[src/rtl/seg7_pkg.sv]
`default_nettype none
// ============================================================================
// Module   : seg7_pkg
// Brief    : Shared constants, slot type and hex segment table for seg7_scan4.
// Revision : 1.0
// ============================================================================
package seg7_pkg;

    localparam int NUM_DIGITS = 4;
    localparam logic [6:0] SEG_OFF = 7'h7F;
    localparam logic [NUM_DIGITS-1:0] AN_OFF = 4'hF;

    typedef logic [$clog2(NUM_DIGITS)-1:0] slot_t;

    // Active-low, bit 6 = g down to bit 0 = a
    localparam logic [6:0] HEX_SEG_TABLE [16] = '{
        7'h40, 7'h79, 7'h24, 7'h30, 7'h19, 7'h12, 7'h02, 7'h78,
        7'h00, 7'h10, 7'h08, 7'h03, 7'h46, 7'h21, 7'h06, 7'h0E
    };

endpackage
`default_nettype wire

[src/rtl/seg7_hex_decode.sv]
`default_nettype none
// ============================================================================
// Module   : seg7_hex_decode
// Brief    : Combinational hex nibble to active-low 7-segment pattern.
// Revision : 1.0
// ============================================================================
module seg7_hex_decode
    import seg7_pkg::*;
(
    input  logic [3:0] i_nibble,
    output logic [6:0] o_seg
);

    assign o_seg = HEX_SEG_TABLE[i_nibble];

endmodule
`default_nettype wire

[src/rtl/seg7_scan4.sv]
`default_nettype none
// ============================================================================
// Module   : seg7_scan4
// Brief    : 4-digit multiplexed 7-segment scanner with per-scan shadowing
//            and end-of-slot anode blanking. Option: SEG7_LEADING_ZERO_BLANK_EN.
// Revision : 1.0
// ============================================================================
module seg7_scan4
    import seg7_pkg::*;
#(
    parameter int REFRESH_DIV  = 50000,
    parameter int BLANK_CYCLES = 500
) (
    input  logic                  clk,
    input  logic                  rst,
    input  logic [15:0]           value,
    input  logic [NUM_DIGITS-1:0] dp_in,
    input  logic                  enable,
    output logic [NUM_DIGITS-1:0] an,
    output logic [6:0]            seg7,
    output logic                  dp,
    output logic [1:0]            digit
);

    // One extra bit so REFRESH_DIV itself fits when BLANK_CYCLES is zero
    localparam int CNT_W = $clog2(REFRESH_DIV + 1);
    localparam logic [CNT_W-1:0] c_cnt_last = CNT_W'(REFRESH_DIV - 1);
    localparam logic [CNT_W-1:0] c_lit_end  = CNT_W'(REFRESH_DIV - BLANK_CYCLES);
    localparam slot_t            c_slot_last = slot_t'(NUM_DIGITS - 1);

    logic [CNT_W-1:0]      r_cnt;
    slot_t                 r_slot;
    logic [15:0]           r_shadow_val;
    logic [NUM_DIGITS-1:0] r_shadow_dp;
    logic [NUM_DIGITS-1:0] r_an;
    logic [6:0]            r_seg;
    logic                  r_dp;
    slot_t                 r_digit;

    logic                  w_wrap;
    logic [3:0]            w_nibble;
    logic [6:0]            w_seg;
    logic                  w_lz_blank;
    logic                  w_lit;
    logic [NUM_DIGITS-1:0] w_an;

    assign w_wrap   = (r_cnt == c_cnt_last);
    assign w_nibble = r_shadow_val[{r_slot, 2'b00} +: 4];

    seg7_hex_decode u_decode (
        .i_nibble (w_nibble),
        .o_seg    (w_seg)
    );

`ifdef SEG7_LEADING_ZERO_BLANK_EN
    // A digit is a leading zero when it and every digit above it are zero
    always_comb begin
        w_lz_blank = 1'b0;
        case (r_slot)
            2'd3:    w_lz_blank = (r_shadow_val[15:12] == 4'd0)  && !r_shadow_dp[3];
            2'd2:    w_lz_blank = (r_shadow_val[15:8]  == 8'd0)  && !r_shadow_dp[2];
            2'd1:    w_lz_blank = (r_shadow_val[15:4]  == 12'd0) && !r_shadow_dp[1];
            default: w_lz_blank = 1'b0;
        endcase
    end
`else
    assign w_lz_blank = 1'b0;
`endif

    assign w_lit = enable && (r_cnt < c_lit_end) && !w_lz_blank;
    assign w_an  = w_lit ? ~(NUM_DIGITS'(1) << r_slot) : AN_OFF;

    always_ff @(posedge clk) begin
        if (rst) begin
            r_cnt        <= '0;
            r_slot       <= '0;
            r_shadow_val <= '0;
            r_shadow_dp  <= '0;
            r_an         <= AN_OFF;
            r_seg        <= SEG_OFF;
            r_dp         <= 1'b1;
            r_digit      <= '0;
        end else begin
            r_cnt <= w_wrap ? '0 : r_cnt + 1'b1;
            if (w_wrap) begin
                r_slot <= r_slot + 1'b1;
            end
            // Shadow only changes at the scan boundary so a scan never tears
            if (w_wrap && (r_slot == c_slot_last)) begin
                r_shadow_val <= value;
                r_shadow_dp  <= dp_in;
            end
            r_an    <= w_an;
            r_seg   <= w_seg;
            r_dp    <= ~r_shadow_dp[r_slot];
            r_digit <= r_slot;
        end
    end

    assign an    = r_an;
    assign seg7  = r_seg;
    assign dp    = r_dp;
    assign digit = r_digit;

endmodule
`default_nettype wire

[config.mk]
export PLATFORM = sky130hd
export DESIGN_NAME = seg7_scan4
export DESIGN_NICKNAME = d
export VERILOG_FILES = /design/src/rtl/seg7_pkg.sv /design/src/rtl/seg7_hex_decode.sv /design/src/rtl/seg7_scan4.sv
export SDC_FILE = /design/constraint.sdc
export NUM_CORES = 1
export LEC_CHECK = 0
export ABC_AREA = 0
export ABC_CLOCK_PERIOD_IN_PS = 4800
export CAP_MARGIN = 20
export CORE_MARGIN = 1
export CORE_UTILIZATION = 50
export DETAILED_ROUTE_END_ITERATION = 8
export PLACE_DENSITY_LB_ADDON = 0.05
export SLEW_MARGIN = 25
export SYNTH_ARGS = -nofsm -noshare
export SYNTH_HDL_FRONTEND = slang
export SYNTH_SLANG_ARGS = --single-unit
[constraint.sdc]
create_clock -name clk -period 4.8 [get_ports clk]
set_clock_uncertainty 0.2 [all_clocks]
set_input_delay 0.96 -clock clk [delete_from_list [all_inputs] [get_ports clk]]
set_output_delay 0.96 -clock clk [all_outputs]
set_load 0.005 [all_outputs]
Yosys cells after proc, flatten, opt, wreduce, memory -nomap -nowiden --
Memories as Yosys holds them, arrays and structs flattened. A register that Yosys moved wholly into a read port is not among the register bits. Cells that the tools add are included.
Word-level totals: bits in registers 45, bits in read-only memories 112, input bits 23, output and inout bits 14, word-level logic and storage cells 26, memories 1
Memory list:
- (name not given) | depth 16, bits a word 7, read ports 1, clocked after Yosys merged registers in 1, write ports 0, line seg7_hex_decode.sv:14 | assign o_seg = HEX_SEG_TABLE[i_nibble];
Operators by class: add/sub/neg operators 2, order comparisons 2, equality and inequality tests 2, shift-type cells 2, multiplexer cells 2, bitwise gates (word level) 4, reduce and logical (&&, ||, !) cells 4
Operator list (count):
- adder 16 x 1 -> 16 bit, second input constant | 1
- equality test 16 bit, second input constant | 1
- < comparator 16 bit, second input constant | 1
- indexed part select 16 x 5 -> 4 bit | 1
- inverter 4 -> 5 bit | 1
- inverter 4 bit | 1
- OR reduction 2 bit | 2
- left shift 1 x 2 -> 4 bit, first input constant | 1
- < comparator 2 x 3 -> 1 bit, second input constant | 1
- adder 2 x 1 -> 2 bit, second input constant | 1
- binary-select mux 1 bit (select 2 bit) | 1
- equality test 2 bit, second input constant | 1
- logical AND 1 bit | 2
- inverter 1 bit | 2
- 2-to-1 mux 1 bit | 1

Logic depth before layout (Yosys ltp) --
Gate-level depths: netlist of the first run.
depth in word-level cells 4, gate-level depth with buffers 7, gate-level depth less buffers 6

Cells and area by module --
A second synthesis of the first run with hierarchy kept.
Second synthesis, totals: cell total of the unflattened synthesis 236, area total of the unflattened synthesis 2411.1 µm²
By module, submodules not included:
- seg7_scan4 | instances 1, cells each 205, area an instance 2148.3 µm², seq. area each 1041.0 µm²
- seg7_hex_decode | instances 1, cells each 31, area an instance 262.8 µm², seq. area each 0.0 µm²

Worst setup path after synthesis of the first run --
Ideal clock, no wire load.
path type reg-to-reg, start register r_slot[0], end register r_seg[0], in the netlist seg7[0], library setup time 123 ps, data arrival time 1948 ps, data required time 4477 ps, slack 2529 ps, cell stages (with the launch flop) 7, buffers on the path 1, period minus slack after synthesis 2271 ps, cells stage by stage dfxtp_1 > buf_2 > mux4_2 > ha_1 > or3b_2 > o221ai_1 > nand2_1
On the way: longest elaborated chain between the ends 2
Ends and longest elaborated chain:
- start, declared | line seg7_scan4.sv:32 | slot_t r_slot;
- start signal, assigned | line seg7_scan4.sv:86 | r_slot <= r_slot + 1'b1;
- indexed part select 16 x 5 -> 4 bit | line seg7_scan4.sv:48 | assign w_nibble = r_shadow_val[{r_slot, 2'b00} +: 4];
- inverter 4 -> 5 bit (not written as such) | line seg7_hex_decode.sv:14
- end, declared | line seg7_scan4.sv:36 | logic [6:0] r_seg;
No other way between the ends. A chain may end at the register's enable or synchronous reset.

Worst setup path in the final report of the first run --
start register r_slot[0], end register r_shadow_val[11]
On the way: longest elaborated chain between the ends 2
Ends and longest elaborated chain:
- equality test 2 bit | line seg7_scan4.sv:89 | if (w_wrap && (r_slot == c_slot_last)) begin
- logical AND 1 bit | line seg7_scan4.sv:89
- end signal, assigned | line seg7_scan4.sv:90 | r_shadow_val <= value;
- end, declared | line seg7_scan4.sv:33 | logic [15:0] r_shadow_val;
No other way between the ends.

==> flow_summary.toml, run 1 <==
[sta]
fin_crit_ns = 2.608
min_period_over_period_pct = 54.33
max_slew_margin_pct = 48.81
hold_viol_final = 0
fin_setup_tns_ns = 0
final-setup-viol-count = 0
worst_pin_slew_ns = 0.7679
maxSlewViolCount = 0
clock.fmax_mhz = 383.5
rsz0062_at_grt = "false"

[critical_path]
worstPathCellList = "ha_1 -> inv_1 -> o21ai_1 -> a21oi_1"
arrival_ns = 2.59
ff2ff_setup_slack_ns = 2.19
required_ns = 4.78
rr_startpoint = "r_slot[0]$_SDFFE_PP0P_"
crit_path_end_kind = "register"
crit_path_start = "r_slot[0]$_SDFFE_PP0P_"
crit_type = "register to register"
crit_path_start_kind = "register"
cpMaxStageDelayCell = "ha_1"
r2r-end = "r_shadow_val[11]$_SDFFE_PP0P_"
r2r_cells = 4
path_max_fanout = 22
cpPeakStageDelay_ns = 0.75

[clocking]
cts_root_buf = "clkbuf_8"
cts_buffers = 5
hold_buffers = 0
cts_tree = "yes"
cts_setup_buffers = 0
cts-resized-gates = 0
cts.sinks = 52
htreeDepth = 2
path_clk_slew_ns = 0.09
clock_latency_ns = 0.30
clock_path_buffers = 2

[cells_and_area]
multi_input_area_um2 = 1197
nFillCells = 385
seq_area_um2 = 1041
nets = 314
stdcell_count = 333
n_antenna_cell = 0
synthToLayoutAreaGrowth_pct = 20.15
final_layout_size_suffix_gt1_share_pct = 8.541

[grt]
grt_pass1_wl_mm = 8.142
grt_max_degree = 29
grt_use_total_pct = 20.08
grt.overflow.total = 0
antenna_found_initial = 0
grt_pass1_vias = 1808

[logic_synthesis]
ys_types = 41
synth_top_area_cell = "dfxtp_1"
async_flop_share_pct = 0
netlist_top_cells_count = "dfxtp_1, a21oi_1, nand3_1, nor2_1, o21ai_1"
syn-instance-count = 253
netlist_area_um2 = 2360
ys.flop_type = "dfxtp_1"
synth.most_common_cell = "dfxtp_1"
synth_edf_count = 0
synth.net_count = 287
ys.warnings.count = 0
ys_ff_latch = 52
yosysSeqAreaShare_pct = 44.11
synthTopCellsByArea = "dfxtp_1, ha_1, a21oi_1"
synth_top_area_share_pct = 44.11
syn_avg_cell_area_um2 = 9.327

[place]
hpwl_mm = 3.065
place.gp.congestion = 0.7595
dp_cells = 324
port_buffers = 36

[die]
boundaryPins = 37
core_area_um2 = 4444
die_h_um = 70.70
start_util_pct = 53.10
core.rowCount = 24
dieArea_um2 = 4998
fp.dieW_um = 70.70

[routing]
vias = 1845
dr.pass1.iters = 8
ant_nets = 0
vias_per_cell = 5.541
routed_wl_mm = 4.651
wire_per_inst_um = 13.97
drc = 2
drtIter0Drc = 89

[power_and_ir_drop]
p_switching_mw = 0.1568
swShare_pct = 19.52
power_density_nw_per_um2 = 283.2
p_leak_nw = 0.9910
ir_worst_vdd_mv = 0.1927
clockPowerShare_pct = 40.3
power_frac_comb_pct = 5.0
p_seq_share_pct = 54.7
intPower_mw = 0.6463

[status]
run_status = "finished, violations left"
violations = "DRC"

[hold_path]
holdPathStages = 1
hold_class = "register to register"
worstHoldStart = "r_cnt[0]$_SDFF_PP0_"
holdPathEnd = "r_cnt[0]$_SDFF_PP0_"

[flow_run]
maxCapViolations = 0
## stage by stage
step	util, %	worst slack [ns]	hold WS, ns	instance area (um^2)	power (mW)
6_report	63.80	2.192	0.2482	2835	0.8030
2_1_floorplan	-	2.529	0.2112	2360	0.4627
3_3_place_gp	60.70	2.187	0.2251	2698	0.4895
4_1_cts	63.54	2.143	0.2509	2824	0.8099
5_1_grt	63.80	1.939	0.2784	2835	0.8298
3_5_place_dp	60.70	2.170	0.2311	2698	0.4898
## sequential cells by signal, indices dropped and copies added, names as in the netlist
name,cells
r_shadow_dp,4
r_shadow_val,16
r_cnt,16
an,4
r_slot,2
digit,2
dp,1
seg7,7
## cells in the final DEF, fill, tap and decap left out, types with 2 or more instances in the layout
| cell | instances |
|---|---|
| a21oi_1 | 27 |
| and3_1 | 3 |
| and4_1 | 2 |
| clkbuf_8 | 7 |
| clkdlybuf4s50_1 | 36 |
| dfxtp_1 | 52 |
| ha_1 | 11 |
| inv_1 | 7 |
| mux2_2 | 2 |
| mux2i_1 | 2 |
| mux4_2 | 5 |
| nand2_1 | 11 |
| nand3_1 | 27 |
| nand4_1 | 5 |
| nor2_1 | 17 |
| o211ai_1 | 2 |
| o21ai_0 | 9 |
| o21ai_1 | 17 |
| o221ai_1 | 2 |
| o311ai_0 | 2 |
| or3_1 | 2 |
| or4b_4 | 2 |
| xnor2_1 | 3 |
| xor2_1 | 10 |
## worst max path at each step
stage | end | slack (ns) | depth (start not counted)
floorplan | seg7[0]$_SDFF_PP1_ | 2.53 | 6
global placement | r_cnt[7]$_SDFF_PP0_ | 2.19 | 5
detailed placement | r_cnt[10]$_SDFF_PP0_ | 2.17 | 5
CTS | r_shadow_val[11]$_SDFFE_PP0P_ | 2.14 | 4
global route | r_shadow_val[15]$_SDFFE_PP0P_ | 1.94 | 4
finish | r_shadow_val[11]$_SDFFE_PP0P_ | 2.19 | 4
## kinds of logic (layout without fill, tap and decap cells)
family / Yosys count / in the layout / share of synthesized area, %
xor+xnor: 13 / 13 / 4.825
buf+inv: 25 / 53 / 5.143
compound gates: 65 / 65 / 15.43
fa+ha+maj: 11 / 11 / 5.832
flops: 52 / 52 / 44.11
simple gates: 78 / 78 / 18.08
mux: 9 / 9 / 6.575
## per-layer routing
metal	global-route usage, %	vias to the layer above	wire [um]
li1	-	952	-
met2	32.26	28	2117
met3	3.989	4	131
met4	6.667	0	46
met1	27.21	861	2356
met5	0	-	0
## power by group through the flow
| stage | sequential, mW | combinational [mW] | clock (mW) |
|---|---|---|---|
| floorplan | 0.449 | 0.0133 | 0 |
| global placement | 0.449 | 0.0404 | 0 |
| detailed placement | 0.449 | 0.0405 | 0 |
| CTS | 0.439 | 0.0408 | 0.330 |
| global route | 0.440 | 0.0443 | 0.346 |
| finish | 0.439 | 0.0404 | 0.323 |
## critical path: cells and delay by family, from the launching register on
kind | cells | cell delay (ns)
compound gates | 2 | 0.38
fa+ha+maj | 1 | 0.75
buf+inv | 1 | 0.52
flops | 1 | 0.64
## cell type report
| type | count | share of cell area (%) |
|---|---|---|
| Multi-Input combinational cell | 176 | 42.23 |
| Sequential cell | 52 | 36.72 |
| Timing Repair Buffer | 38 | 13.37 |
| Clock buffer | 7 | 3.398 |
| Tap cell | 52 | 2.295 |
| Clock inverter | 1 | 1.059 |
| Inverter | 7 | 0.9267 |
(Power assumes the default switching activity.)
==> inputs of run 2 (changes only) <==
--- a/config.mk
+++ b/config.mk
@@ -6,7 +6,7 @@
 export NUM_CORES = 1
 export LEC_CHECK = 0
 export ABC_AREA = 0
-export ABC_CLOCK_PERIOD_IN_PS = 4800
+export ABC_CLOCK_PERIOD_IN_PS = 2650
 export CAP_MARGIN = 20
 export CORE_MARGIN = 1
 export CORE_UTILIZATION = 50
==> constraint.sdc (replaced) <==
create_clock -name clk -period 2.65 [get_ports clk]
set_clock_uncertainty 0.2 [all_clocks]
set_input_delay 0.53 -clock clk [delete_from_list [all_inputs] [get_ports clk]]
set_output_delay 0.53 -clock clk [all_outputs]
set_load 0.005 [all_outputs]
==> run 2 against run 1 <==
Highest routed layer unchanged. Non-clock buffer count up 3. Global-route usage down 0.95 points. Largest cell class unchanged. Die area unchanged. Count of clock-buffer cells in the layout down 2. Sequential power up 81%. Via count down 0.70%. Clock power up 39%. Worst hold slack better by 0.015 ns. The run still ends with DRC left. Routed wire length down 4.0%. Register-to-register slack worse by 1.9 ns.
==> flow_summary.toml, run 2 (same netlist as run 1, synthesis figures left out) <==
[status]
run_status = "finished, violations left"
violations = "DRC"

[sta]
min_period_over_period_pct = 89.74
max_slew_margin_pct = 61.66
final-setup-viol-count = 0
fin_crit_ns = 2.378
clock.fmax_mhz = 420.5
setup_ws_ns = 0.2718
maxSlewViolCount = 0
whs_ns = 0.2629
rsz0062_at_grt = "false"
worst_pin_slew_ns = 0.5745
hold_viol_final = 0
fin_setup_tns_ns = 0

[critical_path]
cp_common_cell = "or4b_4"
arrival_ns = 2.37
cpPeakStageDelay_ns = 0.71
r2r-end = "r_cnt[8]$_SDFF_PP0_"
crit_path_start_kind = "register"
worstPathCellList = "or4b_4 -> or4b_4 -> nand2_2 -> nor2_1"
crit_path_end_kind = "register"
required_ns = 2.65
ff2ff_setup_slack_ns = 0.27
cpMaxStageDelayCell = "or4b_4"
rr_startpoint = "r_cnt[6]$_SDFF_PP0_"
r2r_cells = 4
crit_type = "register to register"
path_max_fanout = 23

[hold_path]
holdPathEnd = "r_cnt[0]$_SDFF_PP0_"
worstHoldStart = "r_cnt[0]$_SDFF_PP0_"
hold_class = "register to register"
holdPathStages = 1

[cells_and_area]
fin_util_pct = 63.34
layout_commonest_cell = "dfxtp_1"
finish.instance_area_um2 = 2815
synthToLayoutAreaGrowth_pct = 19.30
stdcell_count = 336
mostFrequentLayoutCells = "dfxtp_1, clkdlybuf4s50_1, a21oi_1, nand3_1"
nets = 317
n_antenna_cell = 0
final_layout_size_suffix_gt1_share_pct = 9.507

[clocking]
cts.sinks = 52
cts_tree = "yes"
cts_buffers = 5
cts-resized-gates = 0
clock_path_buffers = 2
cts_setup_buffers = 0
clock_latency_ns = 0.31
htreeDepth = 2
cts_root_buf = "clkbuf_8"
hold_buffers = 0
path_clk_slew_ns = 0.09

[grt]
grt_max_degree = 25
grt_pass1_wl_mm = 7.631
antenna_found_initial = 0
grt_pass1_vias = 1659
grt_use_total_pct = 19.13
grt.overflow.total = 0

[die]
fp.dieW_um = 70.70
start_util_pct = 53.10
boundaryPins = 37
core.rowCount = 24
dieArea_um2 = 4998
core_area_um2 = 4444
die_h_um = 70.70

[place]
port_buffers = 36
hpwl_mm = 3.086
detailedPlace.worstSlack_ns = 0.2842
place.gp.congestion = 0.7500
place_area_um2 = 2728
dp_cells = 328

[power_and_ir_drop]
power_density_nw_per_um2 = 468.3
power_mw = 1.318
p_leak_nw = 0.9888
ir_worst_vdd_mv = 0.3277

[routing]
wire_per_inst_um = 13.29
dr.pass1.iters = 6
vias_per_cell = 5.452
drc = 2
routed_wl_mm = 4.467
ant_nets = 0
drtIter0Drc = 75
vias = 1832

[flow_run]
maxCapViolations = 0
## run 2: cell count changes in the layout (fill, tap and decap cells not counted)
cell and change:
buf_4 +4, clkbuf_8 -2, clkinv_2 +2, buf_6 -1
bufinv_16 -1, clkinv_4 +1
## run 2: area by class of cell
type / instances / area (um^2)
Sequential cell: 52 / 1041
Inverter: 7 / 26.28
Timing Repair Buffer: 41 / 397.9
Clock buffer: 5 / 68.82
Tap cell: 52 / 65.06
Clock inverter: 3 / 18.77
Fill cell: 391 / 1629
Multi-Input combinational cell: 176 / 1197
## run 2: power breakdown
part	internal, mW	switching, mW
registers	0.791	0.00458
clock network	0.185	0.264
logic	0.0469	0.0271
total	1.02	0.296
## run 2: worst max path at each step
stage,start,endpoint,slack [ns],depth (start not counted)
floorplan,r_slot[0]$_SDFFE_PP0P_,seg7[0]$_SDFF_PP1_,0.38,6
global placement,r_cnt[6]$_SDFF_PP0_,r_cnt[9]$_SDFF_PP0_,0.33,4
detailed placement,r_cnt[6]$_SDFF_PP0_,r_cnt[8]$_SDFF_PP0_,0.28,4
CTS,r_cnt[6]$_SDFF_PP0_,r_cnt[8]$_SDFF_PP0_,0.27,4
global route,r_cnt[6]$_SDFF_PP0_,r_cnt[11]$_SDFF_PP0_,0.17,4
finish,r_cnt[6]$_SDFF_PP0_,r_cnt[8]$_SDFF_PP0_,0.27,4
## run 2: metal layers
layer | vias up | track usage [%] | part of all wire (%)
met4 | 0 | 7.333 | 1.5
met3 | 7 | 3.846 | 2.4
met1 | 835 | 27.19 | 53
met2 | 26 | 28.74 | 43
met5 | - | 0 | 0
li1 | 964 | - | -
## run 2: worst max-delay path, delay by kind of cell (launching register included)
kind / cells / cell delay [ns]
and+or+nand+nor: 4 / 1.61
DFF: 1 / 0.45
